`config.mk`:
```
export PLATFORM = sky130hd
export DESIGN_NAME = interruption_encoder_flat
export DESIGN_NICKNAME = d
export VERILOG_FILES = /design/src/rtl/interruption_if.sv /design/src/rtl/interruption_encoder.sv /design/src/flat_wrapper.sv
export SDC_FILE = /design/constraint.sdc
export NUM_CORES = 1
export LEC_CHECK = 0
export CELL_PAD_IN_SITES_DETAIL_PLACEMENT = 0
export CELL_PAD_IN_SITES_GLOBAL_PLACEMENT = 1
export CORE_UTILIZATION = 35
export DETAILED_ROUTE_END_ITERATION = 12
export GPL_TIMING_DRIVEN = 0
export PLACE_DENSITY_LB_ADDON = 0.1
export SYNTH_ARGS = -nofsm -noshare
export SYNTH_HDL_FRONTEND = slang
export SYNTH_SLANG_ARGS = --single-unit
export TNS_END_PERCENT = 30
```
`constraint.sdc`:
```
create_clock -name clk -period 5.1 [get_ports clk]
set_clock_uncertainty 0.1 [all_clocks]
set_input_delay 0.765 -clock clk [delete_from_list [all_inputs] [get_ports clk]]
set_output_delay 0.765 -clock clk [all_outputs]
set_load 0.005 [all_outputs]
```
`src/rtl/interruption_if.sv`:
```
// Interruption source interface: stop request levels in, framed code/valid out.
interface interruption_if;
   logic [2:0] req;
   logic       resend;
   logic [2:0] o_code;
   logic       o_valid;
   logic       o_busy;
   logic       o_done;

   // Control side drives requests and observes the framed code.
   modport master (output req, resend, input o_code, o_valid, o_busy, o_done);
   // Encoder side.
   modport slave  (input req, resend, output o_code, o_valid, o_busy, o_done);
endinterface

```
`src/rtl/interruption_encoder.sv`:
```
// Interruption encoder: turns stop request levels into a 3-bit code framed as
// SETUP -> HOLD -> GAP so a mux synchronizer on the far side samples a stable code.
module interruption_encoder #(
   parameter int SETUP_CYC = 1,
   parameter int HOLD_CYC  = 4,
   parameter int GAP_CYC   = 2
) (
   input logic           clk,
   input logic           rst_n,
   interruption_if.slave bus
);
   localparam int MAX_SH = (SETUP_CYC > HOLD_CYC) ? SETUP_CYC : HOLD_CYC;
   localparam int MAX_P  = (MAX_SH > GAP_CYC) ? MAX_SH : GAP_CYC;
   localparam int CW     = $clog2(MAX_P + 1);

   typedef enum logic [1:0] {IDLE, SETUP, HOLD, GAP} state_t;

   state_t        state_q, state_d;
   logic [CW-1:0] cnt_q, cnt_d;
   logic [2:0]    code_q, code_d;
   logic [2:0]    last_q, last_d;
   logic          valid_q, valid_d;

   // Bijective stop-set to code mapping; all eight inputs are listed.
   function automatic logic [2:0] enc(input logic [2:0] r);
      enc = 3'd0;
      case (r)
         3'b000: enc = 3'd0;
         3'b010: enc = 3'd1;
         3'b001: enc = 3'd2;
         3'b110: enc = 3'd3;
         3'b101: enc = 3'd4;
         3'b011: enc = 3'd5;
         3'b100: enc = 3'd6;
         3'b111: enc = 3'd7;
      endcase
   endfunction

   // Next-state: start frames from IDLE, then count through each phase.
   always_comb begin
      state_d = state_q;
      cnt_d   = cnt_q;
      code_d  = code_q;
      last_d  = last_q;
      valid_d = valid_q;
      case (state_q)
         IDLE: begin
            // Requests that changed while busy are picked up here; glitches
            // that settled back to last_q never start a frame.
            if ((bus.req != last_q) || bus.resend) begin
               code_d  = enc(bus.req);
               last_d  = bus.req;
               cnt_d   = CW'(SETUP_CYC - 1);
               state_d = SETUP;
            end
         end
         SETUP: begin
            if (cnt_q == '0) begin
               cnt_d   = CW'(HOLD_CYC - 1);
               valid_d = 1'b1;
               state_d = HOLD;
            end else begin
               cnt_d = cnt_q - CW'(1);
            end
         end
         HOLD: begin
            if (cnt_q == '0) begin
               cnt_d   = CW'(GAP_CYC - 1);
               valid_d = 1'b0;
               state_d = GAP;
            end else begin
               cnt_d = cnt_q - CW'(1);
            end
         end
         GAP: begin
            if (cnt_q == '0) state_d = IDLE;
            else             cnt_d   = cnt_q - CW'(1);
         end
         default: state_d = IDLE;
      endcase
   end

   // State registers; reset aborts any frame and returns the code to "no stops".
   always_ff @(posedge clk) begin
      if (!rst_n) begin
         state_q <= IDLE;
         cnt_q   <= '0;
         code_q  <= 3'd0;
         last_q  <= 3'b000;
         valid_q <= 1'b0;
      end else begin
         state_q <= state_d;
         cnt_q   <= cnt_d;
         code_q  <= code_d;
         last_q  <= last_d;
         valid_q <= valid_d;
      end
   end

   assign bus.o_code  = code_q;
   assign bus.o_valid = valid_q;
   assign bus.o_busy  = (state_q != IDLE);
   // Done marks the final GAP cycle, i.e. the one leading into IDLE.
   assign bus.o_done  = (state_q == GAP) && (cnt_q == '0);
endmodule

```
`src/flat_wrapper.sv`:
```
// flat-port wrapper written by rule: the top's interface ports become plain ports
module interruption_encoder_flat 
#(
   parameter int SETUP_CYC = 1,
   parameter int HOLD_CYC  = 4,
   parameter int GAP_CYC   = 2
)
  (clk, rst_n, bus_req, bus_resend, bus_o_code, bus_o_valid, bus_o_busy, bus_o_done);
  interruption_if bus_i ();
  input logic clk;
  input logic rst_n;
  input wire logic [$bits(bus_i.req)-1:0] bus_req;
  input wire logic [$bits(bus_i.resend)-1:0] bus_resend;
  output wire logic [$bits(bus_i.o_code)-1:0] bus_o_code;
  output wire logic [$bits(bus_i.o_valid)-1:0] bus_o_valid;
  output wire logic [$bits(bus_i.o_busy)-1:0] bus_o_busy;
  output wire logic [$bits(bus_i.o_done)-1:0] bus_o_done;
  assign bus_i.req = bus_req;
  assign bus_i.resend = bus_resend;
  assign bus_o_code = bus_i.o_code;
  assign bus_o_valid = bus_i.o_valid;
  assign bus_o_busy = bus_i.o_busy;
  assign bus_o_done = bus_i.o_done;
  interruption_encoder #(.SETUP_CYC(SETUP_CYC), .HOLD_CYC(HOLD_CYC), .GAP_CYC(GAP_CYC)) u_core (.clk(clk), .rst_n(rst_n), .bus(bus_i));
endmodule
```
* Word-level counts from Yosys, hierarchy flattened
Memories as Yosys holds them, arrays and structs flattened. A register that Yosys moved wholly into a read port is not among the register bits. Cells that the tools add are included.
Word-level totals: flip-flop bits (word level) 9, ROM bits 24, input port bits 6, word-level logic and storage cells 39, memories 1
Cells by class: add/subtract/negate cells 1, equal/unequal tests 9, muxes and demuxes 13, reduce and logical (&&, ||, !) cells 11
Memory list:
- (no name shown) | words 8, bits a word 3, read ports 1, clocked after memory_dff 1, write ports 0, RTL line interruption_encoder.sv:27 | case (r)
Operator list (number):
- two-way mux 3 bit | 4
- case mux 3 bit (4 select lines) | 1
- two-way mux 2 bit | 4
- != test 2 x 1 -> 1 bit (second input constant) | 4
- case mux 2 bit (4 select lines) | 1
- equality test 2 bit (second input constant) | 2
- AND reduction 2 bit | 2
- AND reduction 4 bit | 1
- nonzero test 2 bit | 2
- zero test 3 bit | 1
- != test 3 bit | 1
- AND reduction 3 bit | 1
- subtractor 3 x 1 -> 3 bit (second input constant) | 1
- equality test 2 x 1 -> 1 bit (second input constant) | 1
- zero test 2 bit | 1
- two-way mux 1 bit | 2
- != test 2 bit (second input constant) | 1
- case mux 1 bit (2 select lines) | 1
- logical AND 1 bit | 1
- zero test 1 bit | 1
- logical OR 1 bit | 1

* Logic depth before layout (Yosys ltp)
Gate-level depths: netlist of run 1.
word-level depth 4, depth in mapped cells 8, gate-level depth less buffers 6

* Worst setup path before layout of run 1
No wires, ideal clock.
path type input-to-reg, from input bus_req[0], to register u_core.cnt_q[2], library setup time 117 ps, arrival time 1521 ps, path slack 3362 ps, stages on the path 5, path buffers 1, cell sequence xnor2_1 -> and4_4 -> buf_6 -> o2bb2ai_1 -> a22o_1
Between the ends: cells in the longest elaborated chain, start to end 4
Ends and longest elaborated chain:
- start, declared | RTL line flat_wrapper.sv:12 | input wire logic [$bits(bus_i.req)-1:0] bus_req;
- != test 3 bit | RTL line interruption_encoder.sv:50 | if ((bus.req != last_q) || bus.resend) begin
- logical OR 1 bit | RTL line interruption_encoder.sv:50
- != test 2 x 1 -> 1 bit (no source line)
- AND reduction 2 bit (no source line)
- end signal, assigned | RTL line interruption_encoder.sv:93 | cnt_q <= cnt_d;
- end, declared | RTL line interruption_encoder.sv:19 | logic [CW-1:0] cnt_q, cnt_d;
Every way passes these cells. A chain may end at the register's enable or synchronous reset.

* Worst setup path after layout of run 1
from register u_core.state_q[1], to output bus_o_done
Between the ends: cells in the longest elaborated chain, start to end 2
Ends and longest elaborated chain:
- start, declared | RTL line interruption_encoder.sv:18 | state_t state_q, state_d;
- start signal, assigned | RTL line interruption_encoder.sv:92 | state_q <= state_d;
- equality test 2 bit | RTL line interruption_encoder.sv:104 | assign bus.o_done = (state_q == GAP) && (cnt_q == '0);
- logical AND 1 bit | RTL line interruption_encoder.sv:104
- end, declared | RTL line flat_wrapper.sv:17 | output wire logic [$bits(bus_i.o_done)-1:0] bus_o_done;
Every way passes these cells.

==> reports/metrics.csv, run 1 <==
metric;value;unit
status;complete, no violations;
Max FO, Critical Path;5;
sw frac;0.404;
first-pass GRT wire length;2140;um
Crit Path Class;flop to output port;
Simple-Gate Fraction of Synth Area;0.208;
vias per std cell;4.83;
Starting DRT DRC Count;11;
DRC violations left;0;
Root Buffer;clkbuf_4;
PD cells;546;nW/um2
Clock Latency Late Sink;280;ps
Ys Warns;0;
asr flop ratio synth;0;
synth unique cells;27;
CP max-delay cell;clkdlybuf4s50_1;
Layout Cells excl Fill;120;
WL/cell;11.2;um
XOR/XNOR Fraction of Synth Area;0.0501;
most frequent cells after synthesis;11 x dfxtp_1, 10 x nor2_1, 7 x inv_1;
fin area;868;um2
Critical Path, Cell by Cell;ha_1, and3b_1, buf_2, clkdlybuf4s50_1;
Num Clock Sinks;11;
largest family of logic cells by synthesized area;simple AND/OR/NAND/NOR gates;
Mapped Nets;92;
CP Buf/Inv Count;2;
CTS tree;built;
min Tclk post-route;2620;ps
Cell Rows;15;
Routed WL;1340;um
placed insts;116;
mux cell area share after synthesis;0.0572;
Chip Width;46.7;um
Combinational Power Share;0.583;
Fin Setup TNS;0;ps
GRT Total Usage;0.154;
r2r worst-path depth;6;
Area after DPL;841;um2
Worst Hold Class;flop to flop;
register area share after synthesis;0.315;
most common cell in the netlist;dfxtp_1;
Yosys top cell area share;0.315;
Final Max Slew Viols;0;
share of cells above drive strength 1;0.126;
peak supply drop;0.240;mV
buffer depth of the longest clock path;2;
layout net count;108;
core area;1800;um2
ys flop type;dfxtp_1;
Initial DRT Pass Iterations;4;
Adder-Cell Fraction of Synth Area;0.107;
Rel. slew slack;0.769;
number of global-route vias before repair;490;
Filler Cell Count;200;
post-detailed-placement half-perimeter wirelength;1070;um
RePlAce Congestion;0.731;
diodes inserted;0;
Area Overhead vs Synth;24.2;%
Critical Path RT;4240;ps
sequential share of power;0.287;
Yosys top cell by area;dfxtp_1;
leading post-synthesis cells by cell area;dfxtp_1 31%, ha_1 11%, mux2i_1 5.7%;
PnR Total Power;0.474;mW
Post-Synthesis Cells;80;
P_leak;0.356;nW
Detail Route Antenna Nets;0;
flops & latches, synth;11;
worst hold stages;2;
clk slew on worst S/H paths;80;ps
number of post-CTS setup repair buffers;0;
cts hold-fix bufs;0;
routed via count;579;
RSZ-0062 raised after global routing;no;
number of port buffers;11;
Least-Margin Pin Slew;347;ps
Post-synth EDFFs;0;
largest net degree at the start of global routing;9;
endpoints failing setup;0;
initial antenna violation count;0;
gr ovfl total;0;
Int Pwr;0.282;mW
Achievable Freq;381;MHz
Initial Util;0.388;
Hold Vio Cnt, Final;0;
CP delay by family, top;buffers and inverters;
Critical Path End Type;output port;
Clk pwr share;0.131;
critical path data arrival time;1760;ps
stages on the worst setup path;4;
Net Sw Power;0.191;mW
Hold WS;381;ps
mapped cell area;699;um2
I/O Pins;12;
Critical Path Source Type;flop;
Die Y;46.7;um
total CTS buffers;3;
Final Cycle Share;0.514;
CP max stage delay;520;ps
Die ar.;2180;um2
Mapped Avg Cell Area;8.74;um2
Max-cap violations;0;
Compound-Gate Fraction of Synth Area;0.181;
H-tree depth;1;
Resized cells post-CTS;0;
==> through the flow <==
stage / setup WS, ps / util
2_1_floorplan: 3360 / -
3_5_place_dp: 2700 / 0.467
5_1_grt: 2380 / 0.482
6_report: 2480 / 0.482
4_1_cts: 2450 / 0.482
3_3_place_gp: 2690 / 0.467
==> kinds of logic after synthesis <==
group,count (synthesis)
xor gates and xnor gates,4
buffers and inverters,11
AOI/OAI and AO/OA,18
adders and majority gates,6
muxes,4
DFF,11
and+or+nand+nor,26
==> layout by cell type, fill, tap and decap left out, drive strengths merged <==
| master | Yosys | layout |
|---|---|---|
| or2 | 1 | 1 |
| nor3 | 1 | 1 |
| dfxtp | 11 | 11 |
| a22o | 1 | 1 |
| nand2b | 2 | 2 |
| a21oi | 6 | 6 |
| and4 | 1 | 1 |
| xnor2 | 4 | 4 |
| inv | 7 | 7 |
| o211ai | 2 | 2 |
| o2bb2ai | 1 | 1 |
| o311a | 1 | 1 |
| o21ai | 3 | 3 |
| and3b | 1 | 1 |
| nand2 | 5 | 5 |
| buf | 4 | 4 |
| nor2 | 10 | 10 |
| nand3 | 1 | 1 |
| o31ai | 1 | 1 |
| a211oi | 2 | 2 |
| ha | 6 | 6 |
| clkdlybuf4s50 | 0 | 11 |
| nor2b | 3 | 3 |
| mux2i | 4 | 4 |
| a41oi | 1 | 1 |
| clkinv | 0 | 1 |
| clkbuf | 0 | 3 |
| nor4 | 1 | 1 |
==> metal layers <==
layer / vias to the layer above / part of all wire / track usage
met5: - / 0 / 0
met4: 0 / 0.023 / 0.0857
met3: 5 / 0.052 / 0.0824
met2: 11 / 0.40 / 0.206
li1: 303 / - / -
met1: 260 / 0.52 / 0.195
==> final timing paths <==
kind                                  start                      endpoint  slack [ps]
max          u_core.state_q[1]$_SDFFE_PN0P_                    bus_o_done        2480
min            u_core.cnt_q[1]$_SDFFE_PN0P_  u_core.cnt_q[1]$_SDFFE_PN0P_         380
max reg2reg  u_core.state_q[0]$_SDFFE_PN0P_  u_core.cnt_q[2]$_SDFFE_PN0P_        3230
min reg2reg    u_core.cnt_q[1]$_SDFFE_PN0P_  u_core.cnt_q[1]$_SDFFE_PN0P_         380
==> flip-flops by register name (all words and copies together) (netlist names) <==
name and cells:
u_core.bus.o_code 3, u_core.bus.o_valid 1, u_core.cnt_q 3, u_core.state_q 2
u_core.last_q 2
==> cell type report <==
cell class / instances / area [um2] / area share
Multi-Input combinational cell: 58 / 422 / 0.486
Sequential cell: 11 / 220 / 0.254
Timing Repair Buffer: 11 / 110 / 0.127
Buffer: 4 / 31.3 / 0.0360
Tap cell: 25 / 31.3 / 0.0360
Inverter: 7 / 26.3 / 0.0303
Clock buffer: 3 / 22.5 / 0.0259
Clock inverter: 1 / 5.00 / 0.00576
==> power by group through the flow <==
stage / Combinational [mW] / Sequential, mW / Clock [mW]
after floorplan: 0.198 / 0.136 / 0
after global placement: 0.277 / 0.138 / 0
after detailed placement: 0.278 / 0.137 / 0
after CTS: 0.279 / 0.136 / 0.0681
after global routing: 0.310 / 0.140 / 0.0718
final: 0.276 / 0.136 / 0.0620
==> worst reg2reg max path: stages (launching register included) <==
cell and delay, ps:
dfxtp_1 360, inv_1 90, ha_1 250, or2_2 300, a21oi_1 320, o2bb2ai_1 110, a22o_1 230
Power figures use the tool's default switching activity.
==> run 2: changes to the inputs <==
Clock period 5.1 ns to 2.6 ns, I/O delays scaled along.
==> results of run 2 <==
Same layout as run 1 (identical final DEF). Status: complete, no violations.
Main changes from that run: setup slack after placement 2700 ps -> 574 ps; setup slack after layout 2480 ps -> 352 ps; register-to-register setup slack 3230 ps -> 730 ps; total power 0.474 mW -> 0.929 mW; worst IR drop on VDD 0.240 mV -> 0.471 mV
==> run 3: changes to the inputs <==
Settings changed: PLACE_DENSITY_LB_ADDON 0.1 to 0.15, RECOVER_POWER from default to 25.
==> run 3 against run 2 <==
Non-clock buffer count unchanged. Highest routed layer is now met3. Sequential share of layout area up 0.15 points. Die area unchanged. Critical endpoint is now bus_o_busy. Sequential cell count unchanged.
==> reports/metrics.csv, run 3 (synthesis results as in run 1) <==
metric;value;unit
status;complete, no violations;
number of global-route vias before repair;532;
Critical Path Source Type;flop;
CP max-delay cell;clkdlybuf4s50_1;
CTS tree;built;
CP delay by family, top;buffers and inverters;
Critical Path RT;2110;ps
Clock Latency Late Sink;270;ps
Initial DRT Pass Iterations;3;
initial antenna violation count;0;
Final Cycle Share;0.875;
RePlAce Congestion;0.755;
routed via count;573;
stages on the worst setup path;5;
Layout Cells excl Fill;120;
Worst Hold Class;flop to flop;
Worst R2R End;u_core.cnt_q[2]$_SDFFE_PN0P_;
number of port buffers;11;
Filler Cell Count;190;
most frequent CP cell;inv_1;
critical path data arrival time;1780;ps
r2r worst-path depth;8;
crit path to;bus_o_busy;
final worst slack;325;ps
vias per std cell;4.78;
endpoints failing setup;0;
Die Y;46.7;um
core area;1800;um2
PD cells;1060;nW/um2
Root Buffer;clkbuf_4;
Area Overhead vs Synth;23.4;%
Chip Width;46.7;um
CP max stage delay;520;ps
Num Clock Sinks;11;
largest net degree at the start of global routing;9;
gr ovfl total;0;
total CTS buffers;3;
diodes inserted;0;
CP Buf/Inv Count;4;
Resized cells post-CTS;0;
first-pass GRT wire length;2270;um
P_leak;0.350;nW
commonest cells after routing, fill and taps aside;11 x clkdlybuf4s50_1, 11 x dfxtp_1, 10 x nor2_1;
Crit Path Class;flop to output port;
number of post-CTS setup repair buffers;0;
Achievable Freq;440;MHz
buffer depth of the longest clock path;2;
Worst Setup SP;u_core.state_q[0]$_SDFFE_PN0P_;
DRC violations left;0;
I/O Pins;12;
Hold Vio Cnt, Final;0;
Starting DRT DRC Count;6;
PnR Total Power;0.919;mW
Final Max Slew Viols;0;
post-detailed-placement half-perimeter wirelength;1060;um
peak supply drop;0.520;mV
clk slew on worst S/H paths;70;ps
Rel. slew slack;0.732;
Fin Setup TNS;0;ps
H-tree depth;1;
Critical Path End Type;output port;
Detail Route Antenna Nets;0;
GRT Total Usage;0.150;
Max FO, Critical Path;7;
min Tclk post-route;2270;ps
R2R Path Start;u_core.state_q[0]$_SDFFE_PN0P_;
Cell Rows;15;
share of cells above drive strength 1;0.105;
Die ar.;2180;um2
placed insts;116;
Initial Util;0.388;
pre-CTS setup slack;607;ps
cts hold-fix bufs;0;
Critical Path, Cell by Cell;inv_1, ha_1, clkbuf_1, inv_1, clkdlybuf4s50_1;
layout net count;108;
WL/cell;11.0;um
Routed WL;1320;um
Least-Margin Pin Slew;402;ps
RSZ-0062 raised after global routing;no;
Worst R2R Setup Slack;720;ps
Max-cap violations;0;
[run 3: cell count changes in the layout (fill, tap and decap cells not counted)]
cell,previous run,this run
clkbuf_1,0,2
buf_4,2,1
clkinv_2,1,0
[run 3: tightest hold or removal path, stage by stage, from the launching register on]
cell     delay, ps
dfxtp_1        310
o21ai_1         70
a21oi_1         60
[run 3: metal layers]
metal	global-route usage	vias up	routed length, um
met5	0	-	0
met4	0.0171	0	0
met3	0.0706	0	57
met2	0.231	9	594
met1	0.198	262	664
li1	-	302	-
[run 3: layout make-up]
cell class | count | area, um2 | area share
Buffer | 4 | 27.5 | 0.0319
Clock buffer | 4 | 26.3 | 0.0304
Inverter | 7 | 26.3 | 0.0304
Multi-Input combinational cell | 58 | 422 | 0.488
Sequential cell | 11 | 220 | 0.255
Tap cell | 25 | 31.3 | 0.0362
Timing Repair Buffer | 11 | 110 | 0.128
[run 3: stage by stage]
stage	hold slack (ps)	area [um2]	utilization
after floorplan	359	699	-
after global placement	373	841	0.467
after detailed placement	376	841	0.467
after CTS	387	867	0.481
after global routing	420	863	0.479
final	389	863	0.479
[run 3: power breakdown]
part	total (mW)	internal [mW]	switching [mW]
clock network	0.118	0.0595	0.0589
logic	0.535	0.258	0.277
registers	0.266	0.228	0.0377
[run 3: how the worst min path moves through the flow]
| stage | start | end | depth (start not counted) |
|---|---|---|---|
| floorplan | u_core.cnt_q[1]$_SDFFE_PN0P_ | u_core.cnt_q[1]$_SDFFE_PN0P_ | 2 |
| global placement | u_core.cnt_q[1]$_SDFFE_PN0P_ | u_core.cnt_q[1]$_SDFFE_PN0P_ | 2 |
| detailed placement | u_core.cnt_q[1]$_SDFFE_PN0P_ | u_core.cnt_q[1]$_SDFFE_PN0P_ | 2 |
| CTS | u_core.cnt_q[1]$_SDFFE_PN0P_ | u_core.cnt_q[1]$_SDFFE_PN0P_ | 2 |
| global route | u_core.bus.o_code[2]$_SDFFE_PN0P_ | u_core.bus.o_code[2]$_SDFFE_PN0P_ | 2 |
| finish | u_core.cnt_q[1]$_SDFFE_PN0P_ | u_core.cnt_q[1]$_SDFFE_PN0P_ | 2 |
